--- config.mk ---
export PLATFORM = sky130hd
export DESIGN_NAME = gravity_div_sched
export DESIGN_NICKNAME = d
export VERILOG_FILES = /design/src/rtl/gravity_pkg.sv /design/src/rtl/seq_restoring_div.sv /design/src/rtl/gravity_div_sched.sv
export SDC_FILE = /design/constraint.sdc
export NUM_CORES = 1
export LEC_CHECK = 0
export ABC_AREA = 1
export CAP_MARGIN = 20
export CORE_ASPECT_RATIO = 1.2
export CORE_UTILIZATION = 58
export CTS_CLUSTER_DIAMETER = 100
export CTS_CLUSTER_SIZE = 30
export DETAILED_ROUTE_END_ITERATION = 10
export PLACE_DENSITY = 0.78
export SLEW_MARGIN = 0
export SYNTH_ARGS = -nofsm -noshare
export SYNTH_HDL_FRONTEND = slang
export SYNTH_HIERARCHICAL = 1
export SYNTH_SLANG_ARGS = --single-unit
export TNS_END_PERCENT = 50
--- constraint.sdc ---
create_clock -name CCLK -period 2.2 [get_ports CCLK]
set_clock_uncertainty 0.1 [all_clocks]
set_input_delay 0.22 -clock CCLK [delete_from_list [all_inputs] [get_ports CCLK]]
set_output_delay 0.22 -clock CCLK [all_outputs]
set_load 0.01 [all_outputs]
--- src/rtl/gravity_pkg.sv ---
// Shared constants for the centroid post-processing path: sum widths,
// fixed-point format, controller state encoding and divider length.
package gravity_pkg;

  localparam int SUM_S_WIDTH   = 20;
  localparam int SUM_SXY_WIDTH = 28;
  localparam int FRAC_BITS     = 4;
  localparam int COORD_WIDTH   = 10;

  // One quotient bit per cycle over the whole shifted dividend.
  function automatic int calc_iter(input int sxy_w, input int frac_w);
    return sxy_w + frac_w;
  endfunction

  localparam int ITER = calc_iter(SUM_SXY_WIDTH, FRAC_BITS);

  typedef enum logic [2:0] {
    IDLE    = 3'd0,
    DIV_X   = 3'd1,
    DIV_Y   = 3'd2,
    PRESENT = 3'd3
  } state_e;

endpackage

--- src/rtl/seq_restoring_div.sv ---
// Sequential restoring divider: one quotient bit per cycle, ITER iterations,
// then a one-cycle oDONE pulse while oQUOT holds the truncated quotient.
// A new iSTART is only taken while idle; the caller owns sequencing.
module seq_restoring_div #(
  parameter int SUM_S_WIDTH = gravity_pkg::SUM_S_WIDTH,
  parameter int ITER        = gravity_pkg::ITER
) (
  input  logic                   CCLK,
  input  logic                   RST_N,
  input  logic                   iSTART,
  input  logic [ITER-1:0]        iDIVIDEND,
  input  logic [SUM_S_WIDTH-1:0] iDIVISOR,
  output logic                   oDONE,
  output logic [ITER-1:0]        oQUOT
);

  localparam int DW    = ITER + 1;
  localparam int CNT_W = $clog2(ITER + 1);

  logic [ITER-1:0]  rem_q, rem_d;
  logic [ITER-1:0]  quo_q, quo_d;
  logic [DW-1:0]    dvs_q, dvs_d;
  logic [DW-1:0]    trial;
  logic [CNT_W-1:0] cnt_q, cnt_d;
  logic             busy_q, busy_d;
  logic             done_q, done_d;

  // Shift-subtract step while busy; load operands on an accepted start.
  always_comb begin
    rem_d  = rem_q;
    quo_d  = quo_q;
    dvs_d  = dvs_q;
    cnt_d  = cnt_q;
    busy_d = busy_q;
    done_d = 1'b0;
    trial  = {rem_q, quo_q[ITER-1]};
    if (busy_q) begin
      if (trial >= dvs_q) begin
        rem_d = ITER'(trial - dvs_q);
        quo_d = {quo_q[ITER-2:0], 1'b1};
      end else begin
        rem_d = trial[ITER-1:0];
        quo_d = {quo_q[ITER-2:0], 1'b0};
      end
      cnt_d = cnt_q - 1'b1;
      if (cnt_q == CNT_W'(1)) begin
        busy_d = 1'b0;
        done_d = 1'b1;
      end
    end else if (iSTART) begin
      rem_d  = '0;
      quo_d  = iDIVIDEND;
      dvs_d  = DW'(iDIVISOR);
      cnt_d  = CNT_W'(ITER);
      busy_d = 1'b1;
    end
  end

  // Divider state registers.
  always_ff @(posedge CCLK or negedge RST_N) begin
    if (!RST_N) begin
      rem_q  <= '0;
      quo_q  <= '0;
      dvs_q  <= '0;
      cnt_q  <= '0;
      busy_q <= 1'b0;
      done_q <= 1'b0;
    end else begin
      rem_q  <= rem_d;
      quo_q  <= quo_d;
      dvs_q  <= dvs_d;
      cnt_q  <= cnt_d;
      busy_q <= busy_d;
      done_q <= done_d;
    end
  end

  assign oDONE = done_q;
  assign oQUOT = quo_q;

endmodule

--- src/rtl/gravity_div_sched.sv ---
// Centroid post-processing controller: captures S/SX/SY on the trigger's
// rising edge, time-shares one divider for CX then CY, and presents the
// result on a valid/ready port while BUSY brackets the whole frame.
module gravity_div_sched #(
  parameter int SUM_S_WIDTH   = gravity_pkg::SUM_S_WIDTH,
  parameter int SUM_SXY_WIDTH = gravity_pkg::SUM_SXY_WIDTH,
  parameter int FRAC_BITS     = gravity_pkg::FRAC_BITS,
  parameter int COORD_WIDTH   = gravity_pkg::COORD_WIDTH
) (
  input  logic                             CCLK,
  input  logic                             RST_N,
  input  logic                             iSTART_TRIG,
  input  logic [SUM_S_WIDTH-1:0]           iSUM_S,
  input  logic [SUM_SXY_WIDTH-1:0]         iSUM_SX,
  input  logic [SUM_SXY_WIDTH-1:0]         iSUM_SY,
  output logic                             oBUSY,
  output logic                             oVALID,
  input  logic                             iREADY,
  output logic [COORD_WIDTH+FRAC_BITS-1:0] oCX,
  output logic [COORD_WIDTH+FRAC_BITS-1:0] oCY,
  output logic                             oNO_TARGET,
  output logic                             oOVERRUN,
  output logic [2:0]                       oSTATE
);

  import gravity_pkg::*;

  localparam int IT    = calc_iter(SUM_SXY_WIDTH, FRAC_BITS);
  localparam int OUT_W = COORD_WIDTH + FRAC_BITS;

  state_e                   state_q, state_d;
  logic                     trig_q;
  logic                     start_ev;
  logic [SUM_S_WIDTH-1:0]   s_q, s_d;
  logic [SUM_SXY_WIDTH-1:0] sx_q, sx_d, sy_q, sy_d;
  logic                     launch_q, launch_d;
  logic                     busy_q, busy_d;
  logic                     valid_q, valid_d;
  logic [OUT_W-1:0]         cx_q, cx_d, cy_q, cy_d;
  logic                     nt_q, nt_d;
  logic                     ovr_q, ovr_d;

  logic                     div_start;
  logic [IT-1:0]            div_dividend;
  logic                     div_done;
  logic [IT-1:0]            div_quot;

  // Anything that does not fit the coordinate format clamps to all ones.
  function automatic logic [OUT_W-1:0] sat_coord(input logic [IT-1:0] q);
    if (|q[IT-1:OUT_W]) return '1;
    return q[OUT_W-1:0];
  endfunction

  assign start_ev = iSTART_TRIG & ~trig_q;

  // Frame sequencing, divider sharing and result presentation.
  always_comb begin
    state_d      = state_q;
    s_d          = s_q;
    sx_d         = sx_q;
    sy_d         = sy_q;
    launch_d     = 1'b0;
    busy_d       = busy_q;
    valid_d      = valid_q;
    cx_d         = cx_q;
    cy_d         = cy_q;
    nt_d         = nt_q;
    ovr_d        = start_ev && (state_q != IDLE);
    div_start    = launch_q;
    // The Y operand goes in on the same cycle the X quotient comes out.
    div_dividend = div_done ? {sy_q, {FRAC_BITS{1'b0}}}
                            : {sx_q, {FRAC_BITS{1'b0}}};
    case (state_q)
      IDLE: begin
        if (start_ev) begin
          s_d    = iSUM_S;
          sx_d   = iSUM_SX;
          sy_d   = iSUM_SY;
          busy_d = 1'b1;
          if (iSUM_S != '0) begin
            state_d  = DIV_X;
            launch_d = 1'b1;
          end else begin
            state_d = PRESENT;
            cx_d    = '0;
            cy_d    = '0;
            nt_d    = 1'b1;
          end
        end
      end
      DIV_X: begin
        if (div_done) begin
          cx_d      = sat_coord(div_quot);
          div_start = 1'b1;
          state_d   = DIV_Y;
        end
      end
      DIV_Y: begin
        if (div_done) begin
          cy_d    = sat_coord(div_quot);
          valid_d = 1'b1;
          nt_d    = 1'b0;
          state_d = PRESENT;
        end
      end
      PRESENT: begin
        // The no-target path enters here with valid still low.
        if (!valid_q) begin
          valid_d = 1'b1;
        end else if (iREADY) begin
          valid_d = 1'b0;
          busy_d  = 1'b0;
          state_d = IDLE;
        end
      end
      default: begin
        state_d = IDLE;
        busy_d  = 1'b0;
        valid_d = 1'b0;
        cx_d    = '0;
        cy_d    = '0;
        nt_d    = 1'b0;
        ovr_d   = 1'b0;
      end
    endcase
  end

  // Controller registers.
  always_ff @(posedge CCLK or negedge RST_N) begin
    if (!RST_N) begin
      state_q  <= IDLE;
      trig_q   <= 1'b0;
      s_q      <= '0;
      sx_q     <= '0;
      sy_q     <= '0;
      launch_q <= 1'b0;
      busy_q   <= 1'b0;
      valid_q  <= 1'b0;
      cx_q     <= '0;
      cy_q     <= '0;
      nt_q     <= 1'b0;
      ovr_q    <= 1'b0;
    end else begin
      state_q  <= state_d;
      trig_q   <= iSTART_TRIG;
      s_q      <= s_d;
      sx_q     <= sx_d;
      sy_q     <= sy_d;
      launch_q <= launch_d;
      busy_q   <= busy_d;
      valid_q  <= valid_d;
      cx_q     <= cx_d;
      cy_q     <= cy_d;
      nt_q     <= nt_d;
      ovr_q    <= ovr_d;
    end
  end

  seq_restoring_div #(
    .SUM_S_WIDTH (SUM_S_WIDTH),
    .ITER        (IT)
  ) u_div (
    .CCLK      (CCLK),
    .RST_N     (RST_N),
    .iSTART    (div_start),
    .iDIVIDEND (div_dividend),
    .iDIVISOR  (s_q),
    .oDONE     (div_done),
    .oQUOT     (div_quot)
  );

  assign oBUSY      = busy_q;
  assign oVALID     = valid_q;
  assign oCX        = cx_q;
  assign oCY        = cy_q;
  assign oNO_TARGET = nt_q;
  assign oOVERRUN   = ovr_q;
  assign oSTATE     = state_q;

endmodule

# Yosys cells after proc, flatten, opt, wreduce, memory -nomap -nowiden
# Index checks and enable logic that the tools add are counted.
# classes
n_addsub	2
order_cmp	1
eq_ne	10
muxes	52
bitwise_logic	7
reduce_logical	18
# op_table
op	n
32-bit two-way mux	6
14-bit two-way mux	7
14-bit one-hot mux with 3 select lines	2
33-bit by 20-bit greater-or-equal comparator with 1-bit output	1
32-bit by 20-bit subtractor with 32-bit output	1
1-bit two-way mux	25
20-bit nonzero test	1
18-bit OR reduction	1
3-bit two-way mux	5
6-bit two-way mux	2
3-bit one-hot mux with 4 select lines	1
4-bit AND reduction	3
1-bit one-hot mux with 3 select lines	3
2-bit inequality test (second input constant)	4
2-bit OR reduction	4
3-bit by 2-bit == test with 1-bit output (second input constant)	2
6-bit by 1-bit == test with 1-bit output (second input constant)	1
1-bit NOT	6
2-bit AND reduction	3
6-bit by 1-bit subtractor with 6-bit output (second input constant)	1
5-bit AND reduction	1
2-bit by 1-bit inequality test with 1-bit output (second input constant)	2
4-bit OR reduction	1
3-bit by 1-bit == test with 1-bit output (second input constant)	1
6 further kinds	6
# word_totals
regBits	205
input_bits	80
out_inout_bits	35
wordCells	108

# Depth between registers and ports, before layout
# Gate-level depths: netlist of run 1.
# depth
word_depth	7
mapped_depth	16
depth_no_buf	16

# Hierarchy
# Netlist of run 1, hierarchy kept.
# by_module_without_submodules
mod	n_inst	cells_each	area_each_um2	seq_area_each_um2
seq_restoring_div	1	884	6168.4	2302.2
gravity_div_sched	1	518	5081.1	2802.7

# Least setup slack after synthesis of run 1
# OpenSTA, ideal clock, no wires.
# synth_path
kind	flip-flop to flip-flop
from	register state_q[1] (netlist: oSTATE[1])
to	register u_div.busy_q
setup_time_ns	0.120
arrival_ns	1.930
required_time_ns	1.980
setup_slack_ns	0.051
path_stages_with_launch	11
path_buffers	2
period_less_slack_ns	2.149
path_cell_list	dfrtp_1 -> inv_1 -> ha_1 -> clkinv_1 -> clkbuf_1 -> o21bai_1 -> nor2_1 -> inv_1 -> buf_2 -> o21ai_0 -> inv_1
# synth_between
elab_chain_len	4
# synth_rtl
item	line_no	rtl
from (decl)	gravity_div_sched.sv:31	state_e state_q, state_d;
from (signal assigned)	gravity_div_sched.sv:144	state_q <= state_d;
3-bit by 1-bit == test with 1-bit output	gravity_div_sched.sv:73	case (state_q)
1-bit two-way mux	gravity_div_sched.sv:73	
net div_start	gravity_div_sched.sv:43	logic div_start;
1-bit two-way mux	seq_restoring_div.sv:50	end else if (iSTART) begin
1-bit two-way mux	seq_restoring_div.sv:37	if (busy_q) begin
net u_div.busy_d	seq_restoring_div.sv:25	logic busy_q, busy_d;
to (signal assigned)	seq_restoring_div.sv:73	busy_q <= busy_d;
to (decl)	seq_restoring_div.sv:25	
# The timed path passes the listed nets, and every way through them passes these cells.
# A chain may end at the register's enable or synchronous reset.

# Final worst setup path of run 1
# layout_path
from	register u_div.rem_q[18]
to	register u_div.rem_q[15]
# layout_between
elab_chain_len	3
# layout_rtl
item	line_no	rtl
from (decl)	seq_restoring_div.sv:20	logic [ITER-1:0] rem_q, rem_d;
from (signal assigned)	seq_restoring_div.sv:69	rem_q <= rem_d;
33-bit by 20-bit greater-or-equal comparator with 1-bit output	seq_restoring_div.sv:38	if (trial >= dvs_q) begin
32-bit two-way mux	seq_restoring_div.sv:38	
32-bit two-way mux	seq_restoring_div.sv:37	
# No other way between the ends.

==> results of run 1 <==
layout by cell type (no fill, tap or decap), types with 8 or more instances in the layout:
cell               n
clkdlybuf4s50_1  112
nand2_4            8
nand2_1          510
buf_4             49
nor2_4             8
ha_4              18
nor2_1            95
nand3_1           61
a21oi_1           10
nand4_1            8
nand3b_1          21
xnor2_1           12
o21ai_0           38
nand3_2           14
mux2_2            72
o221ai_1           9
inv_1            121
dfrtp_1          202
nor2_2            20
nand2_2           43
inv_2             22
clkbuf_16         13
buf_12            11
final cells by class:
type,instances,share of cell area
repair buffers,177,0.130
inverters,147,0.0403
multi-input cells,1007,0.416
clock buffers,12,0.0202
clock inverters,1,0.000634
flip-flops and latches,204,0.370
well taps,256,0.0232
cell families (layout without fill, tap and decap cells):
logic type	count (synthesis)	in the layout	share of synthesized area
flops	204	204	0.454
fa+ha+maj	27	27	0.0307
mux	72	72	0.0721
compound gates	83	83	0.0467
simple gates	806	807	0.308
other cells	1	5	0.000333
buf+inv	196	337	0.0779
xor+xnor	13	13	0.0101
flip-flops by register name, summed over array words and instances, names as in the netlist, 2 cells and up:
signal	count
oCX	14
oCY	14
oSTATE	2
s_q	20
sx_q	28
sy_q	28
u_div/cnt_q	6
u_div/dvs_q	20
u_div/oQUOT	32
u_div/rem_q	32
how the worst min path moves through the flow:
stage                            from                     endpoint  slack, ns
after floorplan                 RST_N           launch_q$_DFF_PN0_      -0.18
after global placement          RST_N  u_div/dvs_q[11]$_DFFE_PN0P_       0.14
after detailed placement        RST_N  u_div/dvs_q[13]$_DFFE_PN0P_       0.14
after CTS                 iSTART_TRIG             trig_q$_DFF_PN0_       0.11
after global routing      iSTART_TRIG             trig_q$_DFF_PN0_       0.12
final                     iSTART_TRIG             trig_q$_DFF_PN0_       0.11
stage by stage:
step	setup WS [ns]	hold slack, ns	utilization
global route	-0.0703	0.119	0.730
global placement	-0.0964	0.139	0.681
detailed placement	-0.123	0.145	0.681
CTS	0.000462	0.109	0.700
floorplan	0.0509	-0.176	-
finish	0.0156	0.114	0.730
what timing repair did:
action | 4_1_cts | 5_1_grt
resized for setup | 8 | 87
pin swaps | 1 | 22
gates cloned | 1 | 2
hold buffers | 1 | 0
setup endpoints to repair | 16 | 34
setup buffers | 0 | 14
hold endpoints to repair | 56 | 0
per-layer routing:
layer  vias up  GRT usage
met4         0     0.0768
met2       238      0.516
li1       4672          -
met3        43     0.0322
met1      4643      0.359
met5         -          0
power groups by stage:
stage          Combinational (mW)  Clock [mW]  Sequential (mW)
2_1_floorplan                8.36           0             6.40
3_3_place_gp                 11.2           0             6.51
3_5_place_dp                 11.5           0             6.59
4_1_cts                      11.6        2.13             6.53
5_1_grt                      14.7        2.27             6.85
6_report                     13.3        2.09             6.65
==> results.sh, run 1 <==
export IMPL_die_w_um=129
export IMPL_nets=1654
export IMPL_status="complete, no violations"
export IMPL_portBuffers=113
export IMPL_peakVddDrop_uv=803
export IMPL_grt_pass1_wl_mm=45.0
export IMPL_cts_buffers=10
export IMPL_die_height_um=155
export IMPL_finalMaxSlewViolations=0
export IMPL_r2r_slack_ns=0.02
export IMPL_stdcell_area_sq_um=13800
export IMPL_initial_core_util=0.594
export IMPL_drc=0
export IMPL_rows=55
export IMPL_synthTopCellsByCount="nand2_1 (539), dfrtp_1 (204), inv_1 (133), nor2_1 (99), mux2_2 (72)"
export IMPL_wl_mm=28.0
export IMPL_gp_congestion=1.04
export IMPL_syn_area_sq_um=11200
export IMPL_rr_worst_depth=15
export IMPL_clkSinkCount=204
export IMPL_grt_overflow_total=0
export IMPL_end_kind="flip-flop"
export IMPL_met1Wirelength_mm=11.7
export IMPL_fmax_mhz=458
export IMPL_viasPerCell=5.32
export IMPL_highest_layer="met4"
export IMPL_switchingPower_mw=9.85
export IMPL_multi_input_area_sq_um=5740
export IMPL_power_density_nw_per_um2=1600
export IMPL_cts_root_buffer_cell="clkbuf_16"
export IMPL_cts_htree_levels=1
export IMPL_synth_seq_cells=204
export IMPL_dp_cells=1773
export IMPL_crit_arrival_ns=2.46
export IMPL_crit_path_frequent_cell="nor2_4"
export IMPL_avgSynthCellArea_sq_um=8.02
export IMPL_seq_area_sq_um=5110
export IMPL_tns_ns=0
export IMPL_worst_path_buf_inv=5
export IMPL_clock_power_share=0.095
export IMPL_worst_setup_path_type="reg2reg"
export IMPL_power_share_switching=0.447
export IMPL_grt_util_all_layers=0.286
export IMPL_drt_iter0_drc=754
export IMPL_synth_most_common_cell="nand2_1"
export IMPL_crit_path_start="u_div/rem_q[18]$_DFFE_PN0P_"
export IMPL_clk_path_buf_depth=3
export IMPL_synth_cell_types=46
export IMPL_antenna_found_initial=0
export IMPL_relSlewSlack=0.599
export IMPL_wl_met3_mm=1.11
export IMPL_grt_max_degree=62
export IMPL_cap_violations=0
export IMPL_finalSetupViolations=0
export IMPL_grt_pass1_vias=9304
export IMPL_netlist_area_leader_share=0.454
export IMPL_ys_dominant_reg_cell="dfrtp_1"
export IMPL_synth_area_leaders="dfrtp_1 (45%), nand2_1 (18%), mux2_2 (7.2%), inv_1 (4.4%), nor2_1 (3.3%)"
export IMPL_antenna_left=0
export IMPL_first_pass_iters=7
export IMPL_crit_family="simple AND/OR/NAND/NOR gates"
export IMPL_cts_tree="done"
export IMPL_r2r_end="u_div/rem_q[15]$_DFFE_PN0P_"
export IMPL_worstReg2RegStart="u_div/rem_q[18]$_DFFE_PN0P_"
export IMPL_clkLatencyLatePin_ns=0.48
export IMPL_leakage_nw=6.76
export IMPL_wire_per_inst_um=15.5
export IMPL_n_antenna_cell=0
export IMPL_hpwl_mm=20.0
export IMPL_die_area_sq_um=20000
export IMPL_crit_fanout=6
export IMPL_post_route_period_util=0.993
export IMPL_synth_seq_area_share=0.454
export IMPL_vias=9596
export IMPL_cp_depth=15
export IMPL_async_flop_share=1.00
export IMPL_stdcell_count=1804
export IMPL_rsz0062_at_grt="true"
export IMPL_p_total_mw=22.0
export IMPL_finalHoldViolations=0
export IMPL_start_kind="flip-flop"
export IMPL_p_int_mw=12.2
export IMPL_period_needed_ns=2.18
export IMPL_wl_met2_mm=14.5
export IMPL_max_stage_delay_ns=0.43
export IMPL_place_area_sq_um=12900
export IMPL_drive_above_1_share=0.196
export IMPL_area_delta_synth_final_pct=22.7
export IMPL_nFillCells=1443
export IMPL_crit_chain="ha_4, inv_4, nor2_4, inv_2, nor2_4, inv_2, nor2_4, nand2_2, nand2_4, inv_4, nand3_4, clkbuf_16, nand2_2, nand3_2, nand2_1"
export IMPL_io_pins=115
export IMPL_ys_warn_count=6
export IMPL_worstHoldPathType="in2reg"
export IMPL_min_path_cells=1
export IMPL_synth_edf_count=0
export IMPL_cp_slowest_cell="dfrtp_1"
export IMPL_coreArea_sq_um=18900
export IMPL_cp_required_ns=2.47
export IMPL_netlist_instances=1402
export IMPL_worst_pin_slew_ns=0.601
export IMPL_clkTransAtPathRegs_ns=0.12
export IMPL_synth_top_area_cell="dfrtp_1"
export IMPL_seqPwrFrac=0.302
export IMPL_combPwrFrac=0.603
export IMPL_critPathCapture="u_div/rem_q[15]$_DFFE_PN0P_"
(Power assumes the default switching activity.)
==> inputs of run 2 (changes only) <==
ABC_AREA = default   (was 1)
CORE_UTILIZATION = 57   (was 58)
GPL_TIMING_DRIVEN = 0   (was default)
==> run 2 against run 1 <==
Effect of this change: the flow now finishes with violations (setup timing); critical endpoint is now u_div/rem_q[14]$_DFFE_PN0P_; highest routed layer unchanged; maximum frequency down 23%; area after synthesis shrank 6.9%; total power rose by 8.2%; core utilization up 4.8 points.
==> results.sh, run 2 <==
export IMPL_synth_area_leaders="dfrtp_1 (49%), mux2_2 (11%), mux2i_1 (5.9%), o21ai_0 (4.9%), nand2_1 (3.4%)"
export IMPL_vias=8663
export IMPL_cts_buffers=10
export IMPL_coreArea_sq_um=17800
export IMPL_finalSetupViolations=44
export IMPL_hold_start="iSTART_TRIG"
export IMPL_clkTransAtPathRegs_ns=0.12
export IMPL_wire_per_inst_um=20.7
export IMPL_p_total_mw=23.8
export IMPL_synth_cell_types=86
export IMPL_cp_slowest_cell="dfrtp_1"
export IMPL_cap_violations=0
export IMPL_portBuffers=113
export IMPL_clk_path_buf_depth=3
export IMPL_place_ws_ns=-0.897
export IMPL_leakage_nw=5.90
export IMPL_area_delta_synth_final_pct=31.9
export IMPL_ys_warn_count=6
export IMPL_worstReg2RegStart="u_div/dvs_q[14]$_DFFE_PN0P_"
export IMPL_crit_path_start="u_div/dvs_q[14]$_DFFE_PN0P_"
export IMPL_status="finished with violations"
export IMPL_drive_above_1_share=0.304
export IMPL_hpwl_mm=18.6
export IMPL_start_kind="flip-flop"
export IMPL_worstHoldPathType="in2reg"
export IMPL_rows=53
export IMPL_fmax_mhz=351
export IMPL_tns_ns=-18.93
export IMPL_wl_mm=29.2
export IMPL_viasPerCell=6.13
export IMPL_initial_core_util=0.589
export IMPL_timing_final_ws_setup_ns=-0.650
export IMPL_finalMaxSlewViolations=0
export IMPL_async_flop_share=1.00
export IMPL_synth_top_area_cell="dfrtp_1"
export IMPL_drt_iter0_drc=685
export IMPL_grt_util_all_layers=0.289
export IMPL_rsz0062_at_grt="true"
export IMPL_worst_pin_slew_ns=0.789
export IMPL_cp_required_ns=2.47
export IMPL_antenna_found_initial=0
export IMPL_nets=1300
export IMPL_cts_htree_levels=1
export IMPL_post_route_period_util=1.30
export IMPL_cts_root_buffer_cell="clkbuf_16"
export IMPL_antenna_left=0
export IMPL_die_area_sq_um=18900
export IMPL_die_height_um=150
export IMPL_synth_edf_count=0
export IMPL_multi_input_area_sq_um=5550
export IMPL_grt_pass1_wl_mm=43.1
export IMPL_gp_congestion=0.925
export IMPL_synth_seq_cells=204
export IMPL_power_density_nw_per_um2=1730
export IMPL_clkSinkCount=204
export IMPL_end_kind="flip-flop"
export IMPL_grt_pass1_vias=8508
export IMPL_netlist_instances=988
export IMPL_finalHoldViolations=0
export IMPL_avgSynthCellArea_sq_um=10.6
export IMPL_final_cell_mix="dfrtp_1 (199), clkdlybuf4s50_1 (112), mux2_2 (106)"
export IMPL_synth_seq_area_share=0.488
export IMPL_synthTopCellsByCount="dfrtp_1 (204), mux2_2 (106), o21ai_0 (102), nand2_1 (96), mux2i_1 (62)"
export IMPL_first_pass_iters=6
export IMPL_io_pins=115
export IMPL_final_common_cell="dfrtp_1"
export IMPL_ys_dominant_reg_cell="dfrtp_1"
export IMPL_max_stage_delay_ns=0.38
export IMPL_die_w_um=126
export IMPL_crit_chain="inv_1, ha_4, a21oi_2, o21ai_4, a221oi_4, nand4_4, or2_1, buf_6, buf_12, buf_4, nor2_4, a211oi_2, a31o_1"
export IMPL_grt_overflow_total=0
export IMPL_n_antenna_cell=0
export IMPL_cts_tree="done"
export IMPL_netlist_area_leader_share=0.488
export IMPL_clkLatencyLatePin_ns=0.48
export IMPL_relSlewSlack=0.474
export IMPL_crit_fanout=7
export IMPL_period_needed_ns=2.85
export IMPL_violations="setup timing"
export IMPL_drc=0
export IMPL_peakVddDrop_uv=1200
export IMPL_syn_area_sq_um=10500
export IMPL_seq_area_sq_um=5110
export IMPL_grt_max_degree=121
export IMPL_worst_setup_path_type="reg2reg"
export IMPL_synth_most_common_cell="dfrtp_1"
export IMPL_nFillCells=1147
export IMPL_crit_arrival_ns=3.12
export IMPL_utilization=0.777
## run 2: power breakdown
| group | leakage [nW] | internal (mW) | switching [mW] |
|---|---|---|---|
| sequential | 2.48 | 5.59 | 1.33 |
| clock | 0.140 | 0.910 | 1.18 |
| combinational | 3.28 | 7.43 | 7.40 |
| total | 5.90 | 13.9 | 9.91 |
## run 2: cells by family (layout without fill, tap and decap cells)
kind of cell / after synthesis / count (layout) / share of synthesized area
buffers and inverters: 124 / 325 / 0.0518
adder cells (fa/ha/maj): 27 / 27 / 0.0330
multiplexers: 169 / 169 / 0.174
AO/OA/AOI/OAI: 215 / 215 / 0.124
flip-flops: 204 / 204 / 0.488
AND/OR/NAND/NOR: 224 / 224 / 0.109
XOR/XNOR: 24 / 24 / 0.0201
other: 1 / 5 / 0.000358
## run 2: final timing paths
path | cells past startpoint | slack [ns] | endpoint
setup / recovery | 13 | -0.65 | u_div/rem_q[14]$_DFFE_PN0P_
hold / removal | 1 | 0.16 | trig_q$_DFF_PN0_
setup reg to reg | 13 | -0.65 | u_div/rem_q[14]$_DFFE_PN0P_
hold reg to reg | 1 | 0.39 | u_div/cnt_q[5]$_DFFE_PN0P_
max in group asynchronous | 3 | 0.76 | sy_q[14]$_DFFE_PN0P_
min in group asynchronous | 2 | 0.22 | u_div/rem_q[25]$_DFFE_PN0P_
## run 2: per-stage QoR
stage	instance area, sq um	hold slack (ns)	instances
floorplan	10600	-0.176	992
global placement	12000	0.356	1325
detailed placement	12100	0.165	1326
CTS	13000	0.164	1367
global route	13800	0.164	1413
finish	13800	0.162	1413
## run 2: repair_timing
item / in CTS / in global routing
endpoints found under the setup margin: 194 / 180
gates cloned: 2 / 4
endpoints found under the hold margin: 84 / 0
pin swaps: 20 / 37
hold buffers: 1 / 0
resized for setup: 92 / 109
setup buffers: 28 / 46
## run 2: area by class of cell
cell class	instances	area share
flip-flops and latches	204	0.370
well taps	220	0.0199
plain buffers	55	0.0313
clock inverters	1	0.000634
inverters	64	0.0178
multi-input cells	664	0.402
clock buffers	11	0.0199
repair buffers	194	0.138
## run 2: layer usage
metal  wire (um)  GRT usage
met1       11500      0.373
met2       14600      0.507
met3        1870     0.0263
met4        1150      0.107
met5           0          0
## run 2: critical path, delay by kind of cell (launching register included)
family          cells  cell delay, ns
simple gates        3            0.53
flops               1            0.38
buf+inv             4            0.56
fa+ha+maj           1            0.26
compound gates      5            0.90
